`src/rtl/rv_ctrl_pkg.sv`:
```
// Shared encodings for the multi-cycle RV32I control unit: opcodes, FSM states, datapath select codes.
// Latency: n/a (package only).
// Backpressure: n/a (package only).
package rv_ctrl_pkg;

  // Opcodes recognised by the control unit
  localparam logic [6:0] OP_LOAD   = 7'b0000011;
  localparam logic [6:0] OP_STORE  = 7'b0100011;
  localparam logic [6:0] OP_RTYPE  = 7'b0110011;
  localparam logic [6:0] OP_IALU   = 7'b0010011;
  localparam logic [6:0] OP_BRANCH = 7'b1100011;
  localparam logic [6:0] OP_JAL    = 7'b1101111;

  typedef enum logic [3:0] {
    S_FETCH    = 4'd0,
    S_DECODE   = 4'd1,
    S_MEMADR   = 4'd2,
    S_MEMREAD  = 4'd3,
    S_MEMWB    = 4'd4,
    S_MEMWRITE = 4'd5,
    S_EXECR    = 4'd6,
    S_EXECI    = 4'd7,
    S_ALUWB    = 4'd8,
    S_BRANCH   = 4'd9,
    S_JAL      = 4'd10,
    S_TRAP     = 4'd11
  } state_t;

  // ResultSrc
  localparam logic [1:0] RES_ALUOUT = 2'b00;
  localparam logic [1:0] RES_RDATA  = 2'b01;
  localparam logic [1:0] RES_ALURES = 2'b10;

  // ALUSrcA
  localparam logic [1:0] SRCA_PC    = 2'b00;
  localparam logic [1:0] SRCA_OLDPC = 2'b01;
  localparam logic [1:0] SRCA_RS1   = 2'b10;

  // ALUSrcB
  localparam logic [1:0] SRCB_RS2   = 2'b00;
  localparam logic [1:0] SRCB_IMM   = 2'b01;
  localparam logic [1:0] SRCB_FOUR  = 2'b10;

  // ImmSrc
  localparam logic [1:0] IMM_I      = 2'b00;
  localparam logic [1:0] IMM_S      = 2'b01;
  localparam logic [1:0] IMM_B      = 2'b10;
  localparam logic [1:0] IMM_J      = 2'b11;

  // ALUOp
  localparam logic [1:0] ALUOP_ADD  = 2'b00;
  localparam logic [1:0] ALUOP_SUB  = 2'b01;
  localparam logic [1:0] ALUOP_FUNC = 2'b10;

  // Immediate format follows the opcode alone, independent of FSM state
  function automatic logic [1:0] imm_sel(input logic [6:0] op);
    case (op)
      OP_STORE:  return IMM_S;
      OP_BRANCH: return IMM_B;
      OP_JAL:    return IMM_J;
      default:   return IMM_I;
    endcase
  endfunction

endpackage

```
`src/rtl/mem_wait_timer.sv`:
```
// Counts memory wait cycles and flags when the wait budget is exhausted.
// Latency: expired is combinational from the current count and inc.
// Backpressure: none; inc is simply held while memory stalls, count saturates.
module mem_wait_timer #(
  parameter int MEM_TIMEOUT = 0,
  parameter int TO_W        = 8
) (
  input  logic clk,
  input  logic clear,
  input  logic inc,
  output logic expired
);

  // Expiry fires on the stalled cycle that would bring the count up to MEM_TIMEOUT
  localparam logic [TO_W-1:0] LIMIT = (MEM_TIMEOUT == 0) ? '0 : TO_W'(MEM_TIMEOUT - 1);

  logic [TO_W-1:0] r_cnt;

  // Wait counter: clear has priority, otherwise count stalled cycles and saturate at all-ones
  always_ff @(posedge clk) begin
    if (clear) begin
      r_cnt <= '0;
    end else if (inc && (r_cnt != '1)) begin
      r_cnt <= r_cnt + TO_W'(1);
    end
  end

  assign expired = (MEM_TIMEOUT != 0) && inc && (r_cnt >= LIMIT);

endmodule

```
`src/rtl/multicycle_control_fsm.sv`:
```
// Multi-cycle RV32I control FSM (R/I-ALU, lw, sw, beq, jal); optional PERF_CNT_EN enables instret.
// Latency: R/I 4, lw 5, sw 4, beq 3, jal 4 cycles plus memory wait cycles.
// Backpressure: mem_req held until mem_ready; optional MEM_TIMEOUT traps on a stalled memory.
module multicycle_control_fsm
  import rv_ctrl_pkg::*;
#(
  parameter int MEM_TIMEOUT = 0,
  parameter int TO_W        = 8,
  parameter int CNT_W       = 32
) (
  input  logic             clk,
  input  logic             rst,
  input  logic [6:0]       Opcode,
  input  logic             ZeroFlag,
  input  logic             mem_ready,
  output logic             mem_req,
  output logic             AdrSrc,
  output logic             MemWrite,
  output logic             IRWrite,
  output logic             PCWrite,
  output logic             RegWrite,
  output logic [1:0]       ResultSrc,
  output logic [1:0]       ALUSrcA,
  output logic [1:0]       ALUSrcB,
  output logic [1:0]       ImmSrc,
  output logic [1:0]       ALUOp,
  output logic             trap,
  output logic [CNT_W-1:0] instret
);

  state_t r_state;
  state_t w_next;
  logic   w_mem_state;
  logic   w_wait_inc;
  logic   w_wait_clr;
  logic   w_expired;

  // mem_req is asserted exactly in these states, so derive the stall signal from state
  // rather than from the output to keep the combinational path acyclic.
  assign w_mem_state = (r_state == S_FETCH) || (r_state == S_MEMREAD) || (r_state == S_MEMWRITE);
  assign w_wait_inc  = w_mem_state && !mem_ready;
  // Any state change (including into a memory state) restarts the wait count.
  assign w_wait_clr  = rst || (w_next != r_state);

  mem_wait_timer #(
    .MEM_TIMEOUT (MEM_TIMEOUT),
    .TO_W        (TO_W)
  ) u_wait (
    .clk     (clk),
    .clear   (w_wait_clr),
    .inc     (w_wait_inc),
    .expired (w_expired)
  );

  assign ImmSrc = imm_sel(Opcode);

  // State register with synchronous reset to FETCH
  always_ff @(posedge clk) begin
    if (rst) begin
      r_state <= S_FETCH;
    end else begin
      r_state <= w_next;
    end
  end

  // Next-state and Moore outputs; IRWrite/PCWrite gated by mem_ready or ZeroFlag where noted
  always_comb begin
    w_next    = r_state;
    mem_req   = 1'b0;
    AdrSrc    = 1'b0;
    MemWrite  = 1'b0;
    IRWrite   = 1'b0;
    PCWrite   = 1'b0;
    RegWrite  = 1'b0;
    ResultSrc = RES_ALUOUT;
    ALUSrcA   = SRCA_PC;
    ALUSrcB   = SRCB_RS2;
    ALUOp     = ALUOP_ADD;
    trap      = 1'b0;
    case (r_state)
      S_FETCH: begin
        mem_req   = 1'b1;
        ALUSrcA   = SRCA_PC;
        ALUSrcB   = SRCB_FOUR;
        ALUOp     = ALUOP_ADD;
        ResultSrc = RES_ALURES;
        IRWrite   = mem_ready;
        PCWrite   = mem_ready;
        if (mem_ready)      w_next = S_DECODE;
        else if (w_expired) w_next = S_TRAP;
      end
      S_DECODE: begin
        // ALU precomputes the branch/jump target from the old PC
        ALUSrcA = SRCA_OLDPC;
        ALUSrcB = SRCB_IMM;
        ALUOp   = ALUOP_ADD;
        case (Opcode)
          OP_LOAD, OP_STORE: w_next = S_MEMADR;
          OP_RTYPE:          w_next = S_EXECR;
          OP_IALU:           w_next = S_EXECI;
          OP_BRANCH:         w_next = S_BRANCH;
          OP_JAL:            w_next = S_JAL;
          default:           w_next = S_TRAP;
        endcase
      end
      S_MEMADR: begin
        ALUSrcA = SRCA_RS1;
        ALUSrcB = SRCB_IMM;
        ALUOp   = ALUOP_ADD;
        w_next  = (Opcode == OP_LOAD) ? S_MEMREAD : S_MEMWRITE;
      end
      S_MEMREAD: begin
        mem_req = 1'b1;
        AdrSrc  = 1'b1;
        if (mem_ready)      w_next = S_MEMWB;
        else if (w_expired) w_next = S_TRAP;
      end
      S_MEMWB: begin
        ResultSrc = RES_RDATA;
        RegWrite  = 1'b1;
        w_next    = S_FETCH;
      end
      S_MEMWRITE: begin
        mem_req  = 1'b1;
        AdrSrc   = 1'b1;
        MemWrite = 1'b1;
        if (mem_ready)      w_next = S_FETCH;
        else if (w_expired) w_next = S_TRAP;
      end
      S_EXECR: begin
        ALUSrcA = SRCA_RS1;
        ALUSrcB = SRCB_RS2;
        ALUOp   = ALUOP_FUNC;
        w_next  = S_ALUWB;
      end
      S_EXECI: begin
        ALUSrcA = SRCA_RS1;
        ALUSrcB = SRCB_IMM;
        ALUOp   = ALUOP_FUNC;
        w_next  = S_ALUWB;
      end
      S_ALUWB: begin
        ResultSrc = RES_ALUOUT;
        RegWrite  = 1'b1;
        w_next    = S_FETCH;
      end
      S_BRANCH: begin
        ALUSrcA   = SRCA_RS1;
        ALUSrcB   = SRCB_RS2;
        ALUOp     = ALUOP_SUB;
        ResultSrc = RES_ALUOUT;
        PCWrite   = ZeroFlag;
        w_next    = S_FETCH;
      end
      S_JAL: begin
        // PC <- target computed in DECODE; ALU forms PC+4 for the link write in ALUWB
        ALUSrcA   = SRCA_OLDPC;
        ALUSrcB   = SRCB_FOUR;
        ALUOp     = ALUOP_ADD;
        ResultSrc = RES_ALUOUT;
        PCWrite   = 1'b1;
        w_next    = S_ALUWB;
      end
      S_TRAP: begin
        trap   = 1'b1;
        w_next = S_TRAP;
      end
      default: begin
        w_next = S_TRAP;
      end
    endcase
  end

`ifdef PERF_CNT_EN
  logic [CNT_W-1:0] r_instret;
  logic             w_retire;

  assign w_retire = (w_next == S_FETCH) &&
                    ((r_state == S_MEMWB) || (r_state == S_MEMWRITE) ||
                     (r_state == S_ALUWB) || (r_state == S_BRANCH));

  // Retired-instruction counter, wraps naturally at 2^CNT_W
  always_ff @(posedge clk) begin
    if (rst) begin
      r_instret <= '0;
    end else if (w_retire) begin
      r_instret <= r_instret + CNT_W'(1);
    end
  end

  assign instret = r_instret;
`else
  assign instret = '0;
`endif

endmodule

```
`config.mk`:
```
export PLATFORM = sky130hd
export DESIGN_NAME = multicycle_control_fsm
export DESIGN_NICKNAME = d
export VERILOG_FILES = /design/src/rtl/rv_ctrl_pkg.sv /design/src/rtl/mem_wait_timer.sv /design/src/rtl/multicycle_control_fsm.sv
export SDC_FILE = /design/constraint.sdc
export NUM_CORES = 1
export LEC_CHECK = 0
export CORE_MARGIN = 5
export CORE_UTILIZATION = 30
export DETAILED_ROUTE_END_ITERATION = 7
export PLACE_DENSITY = 0.68
export SYNTH_ARGS = -nofsm -noshare
export SYNTH_HDL_FRONTEND = slang
export SYNTH_SLANG_ARGS = --single-unit
```
`constraint.sdc`:
```
create_clock -name clk -period 2.3 [get_ports clk]
set_input_delay 0.345 -clock clk [delete_from_list [all_inputs] [get_ports clk]]
set_output_delay 0.345 -clock clk [all_outputs]
set_load 0.01 [all_outputs]
```
==> impl_metrics.csv, run 1 <==
group,metric,value,unit
power,power.share.sequential,15.8,%
grt,grtUsageTotal,9.849,%
cells_and_area,final_core_util,38.22,%
timing,grt_setup_unrepaired,"no",
cells_and_area,reg.largest.list,"r_state (4)",
placed_design,place_congestion,0.7985,
setup_path,endpoint,"ImmSrc[1]",
power,peakVddDrop,0.0002882,V
logic_synthesis,synth_cell_types,43,
clock_tree,post-cts-setup-buffers,0,
logic_synthesis,syn_avg_cell_area,7.074,sq um
logic_synthesis,synth_cells,133,
setup_path,path_max_fanout,5,
power,switching_share,46.48,%
floorplanning,initial_core_util,31.07,%
placed_design,place_ws,129.8,ps
logic_synthesis,ys_seq_area_share,8.511,%
floorplanning,die_h,66.01,um
clock_tree,clock_latency,240,ps
logic_synthesis,synth_commonest_cells,"buf_4 (32), nor2_1 (16), a21oi_1 (7), buf_2 (7), nand2_1 (6)",
cells_and_area,layout-drive-gt1-share,12.58,%
clock_tree,numCtsBuffers,3,
grt,antenna_found_initial,0,
logic_synthesis,synth_top_area_share,25.53,%
min_path,whs_path_depth,2,
setup_path,worstSetupStartpoint,"Opcode[4]",
setup_path,critPathRequiredTime,1960,ps
logic_synthesis,yosysMostFrequentCell,"buf_4",
grt,grt_max_degree,16,
logic_synthesis,synth_area,940.9,sq um
setup_path,crit_path_start_kind,"primary input",
timing,period_share,93.86,%
logic_synthesis,synth_area_leader_cell,"buf_4",
placed_design,dp_hpwl,1.852,mm
route,vias,901,
setup_path,arrival,1810,ps
clock_tree,cts_sinks,4,
timing,fin_crit,2159,ps
floorplanning,die-width,66.01,um
grt,grt_pass1_vias,813,
setup_path,r2r_end,"r_state[1]$_SDFFE_PP0P_",
setup_path,critPathKind,"primary input to primary output",
grt,grt_pass1_wl,3.512,mm
cells_and_area,nNetsFinal,172,
clock_tree,cts_buffer_depth,2,
cells_and_area,final_cell_area,1157,sq um
power,p_switching,0.6363,mW
grt,overflow,0,
route,drt_iter0_drc,21,
timing,fmax,0.4632,GHz
power,powerDensity,1183,nW/um^2
route,firstDrtPassIters,4,
logic_synthesis,synth_edf_count,0,
floorplanning,num_rows,20,
route,antenna_left,0,
floorplanning,design.core.area,3028,sq um
min_path,hold_path.class,"flop to flop",
floorplanning,pin_count,60,
timing,fin_setup_tns,0,ps
setup_path,reg2reg_depth,5,
logic_synthesis,ys_async_sr_fraction,0,%
floorplanning,die-area,4357,sq um
clock_tree,cts_tree,"yes",
setup_path,r2r-start,"r_state[1]$_SDFFE_PP0P_",
clock_tree,clockRootBuffer,"clkbuf_4",
clock_tree,cts-htree-levels,1,
setup_path,cp-end-kind,"primary output",
logic_synthesis,ys_ff_latch,4,
route,viasPerCell,4.438,
logic_synthesis,synth_flop_cell,"dfxtp_1",
timing,finClkSkew,5.496,ps
cells_and_area,nFillCells,328,
route,drt_wl_total,2.237,mm
timing,setup_violations,0,
route,wl_per_cell,11.02,um
outcome,status,"finished clean",
timing,slew_viol_final,0,
placed_design,port-buffer-count,27,
placed_design,post_dp_cell_area,1126,sq um
power,pwr-share-comb,77.7,%
timing,fin_ws,141.2,ps
cells_and_area,largest_register,"r_state",
logic_synthesis,yosys-top-cells-area,"buf_4 (26%), dfxtp_1 (8.5%), nor2_1 (6.4%)",
setup_path,reg2reg_slack,800,ps
timing,hold_viol,0,
logic_synthesis,yosysWarnings,0,
cells_and_area,area_delta_synth_final,23.01,%
clock_tree,clk_pin_slew,40,ps
power,pwr-share-clk,6.5,%
cells_and_area,diodes,0,
run,drv_cap,0,
cells_and_area,largest_reg_flops,4,
power,power.internal,0.7327,mW
route,drc_errors,0,
power,p_leak,0.4940,nW
-- logic make-up after synthesis --
group	synth area share [%]
xor gates and xnor gates	2.793
muxes	2.128
DFF	8.511
buffers and inverters	33.24
AOI/OAI and AO/OA	19.55
other	0.3986
and+or+nand+nor	33.38
-- power groups by stage --
stage,clock network [mW],registers [mW],logic (mW)
detailed placement,0,0.206,1.06
CTS,0.0938,0.207,1.06
global placement,0,0.204,1.06
floorplan,0,0.128,0.783
finish,0.0888,0.217,1.06
global route,0.101,0.231,1.16
-- routing by layer --
layer  share of wire (%)  vias up  track usage, %
li1                    -      458               -
met1                  42      402           12.12
met2                  49       41           16.40
met3                 9.4        0           3.571
met4                   0        0           2.030
met5                   0        -               0
-- how the worst min path moves through the flow --
stage | start | slack [ps] | endpoint
floorplan | rst | 410 | r_state[0]$_SDFFE_PP0P_
global placement | r_state[2]$_SDFFE_PP0P_ | 660 | r_state[1]$_SDFFE_PP0P_
detailed placement | r_state[2]$_SDFFE_PP0P_ | 670 | r_state[1]$_SDFFE_PP0P_
CTS | r_state[2]$_SDFFE_PP0P_ | 590 | r_state[1]$_SDFFE_PP0P_
global route | r_state[2]$_SDFFE_PP0P_ | 620 | r_state[1]$_SDFFE_PP0P_
finish | r_state[2]$_SDFFE_PP0P_ | 590 | r_state[1]$_SDFFE_PP0P_
-- layout by cell type (no fill, tap or decap), types with 3 or more instances in the layout --
cell and n:
a21oi_1 7, nor3_1 3, clkbuf_4 3, nand2b_1 3
nand2_1 6, nor2b_1 5, clkdlybuf4s50_1 27, buf_4 7
conb_1 32, a311oi_1 3, dfxtp_2 3, nor2_1 16
-- critical path, stage by stage --
cell	delay, ps
clkdlybuf4s50_1	460
and3b_1	290
nand3_1	90
nor2_1	90
clkdlybuf4s50_1	540
-- cell type report --
class                      count  area (sq um)  area share (%)
tap                           44         55.05           4.757
clock buffer                   3         22.52           1.946
inverter                       1         3.754          0.3243
sequential                     4         83.83           7.243
timing repair buffer          34         322.8           27.89
multi-input combinational    117         669.4           57.84
-- timing repair --
| action | 4_1_cts | 5_1_grt |
|---|---|---|
| hold buffers | 0 | 0 |
| resized for setup | 1 | 3 |
| setup endpoints to repair | 1 | 8 |
-- per-stage QoR --
step | power, mW | hold WS [ps] | std cells
after detailed placement | 1.268 | 671.9 | 200
after global routing | 1.489 | 617.0 | 203
final | 1.369 | 591.4 | 203
after CTS | 1.364 | 587.2 | 203
after floorplan | 0.9109 | 414.1 | 164
after global placement | 1.261 | 660.9 | 200
No activity file was read; power rests on OpenSTA's default activity.
==> run 2, diff against run 1 <==
--- a/config.mk
+++ b/config.mk
@@ -5,10 +5,11 @@
 export SDC_FILE = /design/constraint.sdc
 export NUM_CORES = 1
 export LEC_CHECK = 0
+export ABC_AREA = 1
 export CORE_MARGIN = 5
 export CORE_UTILIZATION = 30
 export DETAILED_ROUTE_END_ITERATION = 7
-export PLACE_DENSITY = 0.68
+export PLACE_DENSITY = 0.74
 export SYNTH_ARGS = -nofsm -noshare
 export SYNTH_HDL_FRONTEND = slang
 export SYNTH_SLANG_ARGS = --single-unit
==> run 2 against run 1 <==
Compared with the run above: clock-buffer cell count unchanged; critical path depth rose by 1; clock skew shrank 1.2 ps; global-route usage fell by 1.0 points; via count down 17%; synthesized area decreased by 19%; final cell count fell by 6.9%; total power decreased by 24%; synthesized cell count shrank 1.5%; wire length decreased by 23%; sequential power decreased by 29%; critical path type unchanged; largest cell class unchanged; highest routed layer unchanged.
==> impl_metrics.csv, run 2 <==
group,metric,value,unit
timing,grt_setup_unrepaired,"no",
logic_synthesis,synthAdderAreaFrac,0,%
floorplanning,design.core.area,2455,sq um
setup_path,reg2reg_slack,1100,ps
power,power,1.040,mW
setup_path,r2r-start,"r_state[0]$_SDFFE_PP0P_",
logic_synthesis,synth_area_leader_cell,"buf_4",
placed_design,dp_hpwl,1.540,mm
setup_path,crit_path_start_kind,"primary input",
logic_synthesis,synth_cell_types,20,
setup_path,cp-end-kind,"primary output",
placed_design,port-buffer-count,27,
cells_and_area,area_delta_synth_final,26.15,%
route,drt_wl_total,1.733,mm
logic_synthesis,ys_seq_area_share,10.53,%
route,antenna_left,0,
route,viasPerCell,3.942,
logic_synthesis,synth-compound-area-share,7.237,%
placed_design,place_ws,125.1,ps
route,drc_errors,0,
grt,grtUsageTotal,8.817,%
route,drt_iter0_drc,9,
cells_and_area,diodes,0,
logic_synthesis,syn_avg_cell_area,5.807,sq um
placed_design,post_dp_cell_area,933.4,sq um
logic_synthesis,synth_top_family_by_area,"buffers and inverters",
outcome,status,"finished clean",
floorplanning,num_rows,18,
cells_and_area,layout-drive-gt1-share,11.95,%
clock_tree,clk_pin_slew,40,ps
timing,period_share,94.18,%
logic_synthesis,yosysWarnings,0,
placed_design,place_congestion,0.7693,
clock_tree,cts_sinks,4,
cells_and_area,largest_reg_flops,4,
logic_synthesis,synth_area,760.7,sq um
timing,setup_violations,0,
route,wl_per_cell,9.169,um
power,peakVddDrop,0.0006259,V
logic_synthesis,synth_flop_cell,"dfxtp_1",
timing,fin_ws,133.9,ps
setup_path,critPathKind,"primary input to primary output",
floorplanning,die_h,60.36,um
timing,hold_viol,0,
clock_tree,cts_tree,"yes",
floorplanning,die-width,60.36,um
logic_synthesis,synthSimpleGateAreaFrac,38.32,%
logic_synthesis,yosys.area_share.xor_xnor,0,%
clock_tree,hold_buffers,0,
run,drv_cap,0,
min_path,min_to,"r_state[1]$_SDFFE_PP0P_",
setup_path,path_max_fanout,3,
cells_and_area,mostFrequentLayoutCell,"conb_1",
grt,antenna_found_initial,0,
clock_tree,clock_latency,230,ps
clock_tree,numCtsBuffers,3,
logic_synthesis,synth_top_area_share,31.58,%
power,powerDensity,1083,nW/um^2
logic_synthesis,synth_mux_area_share,0,%
timing,fmax,0.4617,GHz
logic_synthesis,synth_edf_count,0,
cells_and_area,final_cell_area,959.7,sq um
logic_synthesis,ys_ff_latch,4,
logic_synthesis,ys_async_sr_fraction,0,%
power,p_leak,0.4993,nW
timing,slew_viol_final,0,
logic_synthesis,synth_commonest_cells,"buf_4 (32), nand2_1 (25), inv_1 (19)",
grt,grt_pass1_vias,649,
cells_and_area,reg.largest.list,"r_state (4)",
timing,finClkSkew,4.265,ps
timing,fin_setup_tns,0,ps
route,firstDrtPassIters,4,
grt,overflow,0,
logic_synthesis,yosysMostFrequentCell,"buf_4",
floorplanning,die-area,3643,sq um
clock_tree,clockRootBuffer,"clkbuf_4",
setup_path,critPathRequiredTime,1960,ps
route,vias,745,
cells_and_area,nNetsFinal,172,
setup_path,arrival,1820,ps
timing,fin_crit,2166,ps
setup_path,r2r_end,"r_state[1]$_SDFFE_PP0P_",
min_path,whs_path_depth,2,
min_path,hold_path.class,"flop to flop",
floorplanning,initial_core_util,30.99,%
setup_path,reg2reg_depth,7,
cells_and_area,final_cell_mix,"conb_1 (32), clkdlybuf4s50_1 (27), nand2_1 (25)",
clock_tree,cts_buffer_depth,2,
clock_tree,cts-htree-levels,1,
floorplanning,pin_count,60,
logic_synthesis,synth_cells,131,
grt,grt_pass1_wl,2.504,mm
cells_and_area,largest_register,"r_state",
grt,grt_max_degree,10,
logic_synthesis,yosys-top-cells-area,"buf_4 (32%), nand2_1 (12%), dfxtp_1 (11%)",
min_path,min_from,"r_state[1]$_SDFFE_PP0P_",
==> run 2: cell count changes after synthesis, sizes merged, moves of 5 or more <==
cell   change
buf        -9
inv       +20
nand2     +24
nand3      +7
nor2       +7
nor2b      -5
nor3       -5
==> run 2: final cells by class <==
type	count	area [sq um]
multi-input combinational	104	469.2
clock buffer	3	22.52
fill	276	1495
timing repair buffer	27	270.3
tap	30	37.54
sequential	4	81.33
inverter	21	78.83
==> run 2: report_power, final <==
group          total, mW  switching (mW)  internal [mW]
Combinational      0.802           0.424          0.378
Clock             0.0833          0.0252         0.0581
Sequential         0.155          0.0536          0.101
Total               1.04           0.503          0.537
==> run 2: layer usage <==
metal | wire length [um] | up-vias | GRT usage, %
li1 | - | 392 | -
met2 | 788 | 35 | 14.97
met3 | 214 | 0 | 2.979
met1 | 730 | 318 | 10.80
met5 | 0 | - | 0
met4 | 0 | 0 | 1.899
==> run 2: metrics by stage <==
| stage | utilization [%] | hold WS (ps) | cells |
|---|---|---|---|
| after global placement | 38.02 | 676.2 | 186 |
| after floorplan | - | 407.4 | 162 |
| final | 39.09 | 603.7 | 189 |
| after CTS | 38.94 | 684.1 | 189 |
| after global routing | 39.09 | 613.0 | 189 |
| after detailed placement | 38.02 | 679.8 | 186 |
==> run 2: kinds of logic after synthesis <==
family	Yosys count
compound gates	9
buf+inv	54
flops	4
other cells	1
simple gates	63
==> run 2: what timing repair did <==
| item | CTS | global route |
|---|---|---|
| buffers inserted | 0 | 0 |
| gates resized for setup | 0 | 2 |
| endpoints found under the setup margin | 0 | 2 |
| hold endpoints to repair | 0 | 0 |
==> run 2: how the worst max path moves through the flow <==
| stage | start | endpoint | slack, ps |
|---|---|---|---|
| global placement | Opcode[4] | ImmSrc[0] | 160 |
| detailed placement | Opcode[4] | ImmSrc[0] | 130 |
| floorplan | r_state[3]$_SDFFE_PP0P_ | PCWrite | 910 |
| finish | Opcode[6] | ImmSrc[0] | 130 |
| global route | Opcode[4] | ImmSrc[0] | 20 |
| CTS | Opcode[4] | ImmSrc[0] | 120 |
==> run 2: worst max-delay path, cell delays in order <==
cell and delay, ps:
clkdlybuf4s50_1 500, inv_1 60, nor2_1 130, nand2_1 100
a21oi_1 130, clkdlybuf4s50_1 550
==> edit 1 (config.mk and constraints of run 1) <==
The option `PERF_CNT_EN` is turned on by a define.
--- a/src/rtl/multicycle_control_fsm.sv
+++ b/src/rtl/multicycle_control_fsm.sv
@@ -2,4 +2,6 @@
 // Latency: R/I 4, lw 5, sw 4, beq 3, jal 4 cycles plus memory wait cycles.
 // Backpressure: mem_req held until mem_ready; optional MEM_TIMEOUT traps on a stalled memory.
+`define PERF_CNT_EN
+
 module multicycle_control_fsm
   import rv_ctrl_pkg::*;
Function: changed (Yosys sat finds a counterexample within 4 cycles, from zero or initial values and one cycle with rst high).
==> edit 1 against run 1 <==
Synthesized cell count grew 110%; sequential cell count grew 32; via count grew 140%; maximum frequency shrank 3.1%; wire length grew to 2.6 times the old value; synthesized area grew 130%; setup slack lost 0.070 ns; clock skew grew 0.00073 ns; cell area grew to 2.6 times the old value; count of clock-buffer cells in the layout grew 3; die area grew 100%; power grew 66%; critical path type is now reg -> out; critical endpoint is now mem_req; largest power group unchanged.
==> edit 1: results <==
synth:
  netlist_top_cells_area: "dfxtp_1, nor2_1, nand4_1"
  synthAdderAreaFrac_pct: 0.585
  syn_nets: 286
  post-synth-top-count-cell: "nor2_1"
  ys_seq_area_share_pct: 33.7
  synthTopCellsByCount: "nor2_1, dfxtp_1, nand2_1"
  synth_async_sr_flop_share_pct: 0
  synth_cell_types: 48
  muxShareOfSynthArea_pct: 0
  synth_compound_area_share_pct: 13.6
  synth_xor_area_share_pct: 9.84
clock_network:
  clkLatencyLatePin_ns: 0.28
  cts-root-buf: "clkbuf_8"
  post_cts_buffers: 0
  post_cts_resize_count: 5
  clkTransAtPathRegs_ns: 0.07
  htreeDepth: 2
  cts_buffers: 5
grt:
  grt_max_degree: 37
  grt_pass1_wl_um: 9650
  grt.total_usage_pct: 13.3
  grt_pass1_vias: 2066
power_and_ir_drop:
  leakage_nw: 0.981
  power.switching_mw: 0.847
  clkPwrFrac_pct: 18.3
  p_seq_share_pct: 34.8
  peakVddDrop_mv: 0.513
finish:
  nFillCells: 682
  largest_register_ffs: 32
  drive_gt1_share_pct: 11.2
  layout.nets: 352
drt:
  vias: 2170
  drt_iter0_drc: 112
  wl_per_cell_um: 13.1
placed_design:
  port_buffers: 59
  dp_hpwl_um: 4210
  gp_congestion: 0.805
  place_area_mm2: 0.00289
timing:
  clock_skew_ns: 0.00623
outcome:
  outcome: "completed"
worst_setup_path:
  crit_fanout: 7
==> edit 1: worst max-delay path: stages (launching register included) <==
cell,delay [ns]
dfxtp_2,0.36
buf_4,0.16
xnor2_1,0.23
nor3b_2,0.09
or2_2,0.28
clkdlybuf4s50_1,0.48
==> edit 1: per-stage QoR <==
stage          std cells  util, %  setup WS, ns  total power [mW]
2_1_floorplan        274        -         0.486              1.38
3_3_place_gp         429     42.0       -0.0466              1.84
3_5_place_dp         429     42.0       -0.0769              1.84
4_1_cts              436     43.3        0.0274              2.28
5_1_grt              436     43.5       -0.0300              2.44
6_report             436     43.5        0.0710              2.27
==> edit 1: cells by family (layout without fill, tap and decap cells) <==
group	after synthesis	count (layout)
compound gates	45	45
xor+xnor	24	24
fa+ha+maj	1	1
buf+inv	22	88
flops	36	36
simple gates	146	146
==> edit 1: path summary, 6_finish.rpt <==
kind / start / endpoint / slack [ns] / cells after the start
setup / recovery: r_state[1] / mem_req / 0.07 / 5
hold / removal: instret[26] / instret[26] / 0.51 / 2
setup reg to reg: instret[0] / instret[22] / 0.37 / 6
hold reg to reg: instret[26] / instret[26] / 0.51 / 2
==> edit 1: area by class of cell <==
cell class                 instances  share of cell area (%)
inverter                           6                   0.754
clock inverter                     1                   0.168
multi-input combinational        216                    44.6
clock buffer                       6                    2.43
sequential                        36                    24.3
timing repair buffer              75                    23.8
tap                               96                    4.02
==> edit 1: metal layers <==
| layer | GRT usage, % | part of all wire (%) | vias up |
|---|---|---|---|
| met2 | 21.2 | 46 | 60 |
| met1 | 17.1 | 46 | 985 |
| met3 | 4.30 | 6.8 | 5 |
| met5 | 0 | 0 | - |
| li1 | - | - | 1120 |
| met4 | 4.33 | 1.4 | 0 |
==> edit 2 (config.mk and constraints of run 1) <==
Without the edit above. Encoding of `state_t`: now one-hot (12 bits for 12 states).
--- a/src/rtl/rv_ctrl_pkg.sv
+++ b/src/rtl/rv_ctrl_pkg.sv
@@ -12,17 +12,17 @@
   localparam logic [6:0] OP_JAL    = 7'b1101111;
 
-  typedef enum logic [3:0] {
-    S_FETCH    = 4'd0,
-    S_DECODE   = 4'd1,
-    S_MEMADR   = 4'd2,
-    S_MEMREAD  = 4'd3,
-    S_MEMWB    = 4'd4,
-    S_MEMWRITE = 4'd5,
-    S_EXECR    = 4'd6,
-    S_EXECI    = 4'd7,
-    S_ALUWB    = 4'd8,
-    S_BRANCH   = 4'd9,
-    S_JAL      = 4'd10,
-    S_TRAP     = 4'd11
+  typedef enum logic [11:0] {
+    S_FETCH    = 12'b000000000001,
+    S_DECODE   = 12'b000000000010,
+    S_MEMADR   = 12'b000000000100,
+    S_MEMREAD  = 12'b000000001000,
+    S_MEMWB    = 12'b000000010000,
+    S_MEMWRITE = 12'b000000100000,
+    S_EXECR    = 12'b000001000000,
+    S_EXECI    = 12'b000010000000,
+    S_ALUWB    = 12'b000100000000,
+    S_BRANCH   = 12'b001000000000,
+    S_JAL      = 12'b010000000000,
+    S_TRAP     = 12'b100000000000
   } state_t;
 
Function: no difference found for any inputs over 10 cycles, from zero or initial values and one cycle with rst high; not proved beyond that.
==> edit 2 against run 1 <==
Sequential cell count rose by 8; count of clock-buffer cells in the layout stayed put; synthesized area increased by 23%; cell count rose by 22%; utilization increased by 6.1 points; wire length rose by 34%; synthesized cell count rose by 11%; setup slack lost 0.039 ns; cell area is 41% higher; global-route usage grew 1.5 points; highest routed layer is now met4.
Power is left out: it rests on default switching activity, and per cell area and clock period it moved more than threefold.
==> edit 2: results <==
outcome:
  outcome: "completed"
finish:
  layout.nets: 213
  nFillCells: 393
  largestRegisters: "r_state: 12 flops"
  utilization_pct: 44.3
  drive_gt1_share_pct: 24.5
grt:
  grt.total_usage_pct: 11.3
  grt_antenna_before_repair: 0
  grt_pass1_vias: 1044
  grt_max_degree: 10
  grt_pass1_wl_um: 4660
synth:
  synth_top_flop_cell: "dfxtp_1"
  synth_async_sr_flop_share_pct: 0
  yosys_warnings: 0
  netlist_top_cells_area: "buf_4, dfxtp_1, nor2_1"
  synthTopCellsByCount: "buf_4, nor2_1, dfxtp_1"
  synth_cell_types: 43
  synth_xor_area_share_pct: 6.06
  ys_seq_area_share_pct: 20.8
  synth_compound_area_share_pct: 8.87
  muxShareOfSynthArea_pct: 0.866
  syn_inst: 148
  synthAdderAreaFrac_pct: 0
clock_network:
  post_cts_buffers: 0
  cts-root-buf: "clkbuf_8"
  htreeDepth: 1
  clkTransAtPathRegs_ns: 0.05
  cts_buffers: 3
  ctsLongestPathBuffers: 2
timing:
  clock_skew_ns: 0.00383
  fmax_mhz: 455
  hold_slack_ns: 0.665
worst_setup_path:
  r2r_slack_ns: 0.45
  crit_fanout: 6
  critical_path_arrival_ns: 1.85
drt:
  vias: 1115
  via_per_inst: 4.50
  drt_iter0_drc: 34
  routed_wl_um: 3000
  drt_first_pass_iters: 4
  ant_nets: 0
placed_design:
  pre_cts_slack_ns: 0.0105
  place_area_mm2: 0.00155
  dp_hpwl_um: 2510
  gp_congestion: 0.845
worst_hold_path:
  hold_path_class: "reg -> reg"
-- edit 2: cell types whose count changed in the layout (fill, tap and decap cells not counted), sizes merged, moves of 3 or more --
cell | before | now
nand4 | 0 | 4
or2 | 3 | 0
dfxtp | 4 | 12
a311oi | 3 | 0
buf | 7 | 31
xnor2 | 1 | 4
clkdlybuf4s50 | 27 | 13
nor4 | 2 | 7
inv | 1 | 5
nand3 | 2 | 6
dlygate4sd2 | 0 | 12
a21oi | 7 | 2
nor3 | 5 | 9
nor2b | 5 | 0
-- edit 2: layer usage --
| layer | share of wire (%) | GRT usage [%] |
|---|---|---|
| met1 | 40 | 13.6 |
| met3 | 7.2 | 1.52 |
| met5 | 0 | 0 |
| met4 | 3.3 | 6.68 |
| met2 | 49 | 19.1 |
-- edit 2: final timing paths --
path	end	startpoint	depth (start not counted)
worst max-delay path	ResultSrc[1]	r_state[1]	5
worst min-delay path	r_state[5]	r_state[5]	3
worst max register to register	r_state[11]	r_state[8]	7
worst min register to register	r_state[5]	r_state[5]	3
-- edit 2: critical path, stage by stage (launching register included) --
cell and delay, ns:
dfxtp_1 0.31, buf_4 0.16, nor4b_4 0.31, nand4_1 0.20
inv_2 0.10, clkdlybuf4s50_1 0.53
-- edit 2: what timing repair did --
action,4_1_cts,5_1_grt
setup endpoints to repair,15,5
resized for setup,18,6
pin swaps,0,3
-- edit 2: layout make-up --
type / count / share of cell area, %
inverter: 5 / 1.15
multi-input combinational: 123 / 48.6
timing repair buffer: 57 / 29.4
clock buffer: 3 / 2.52
sequential: 12 / 14.7
tap: 48 / 3.67
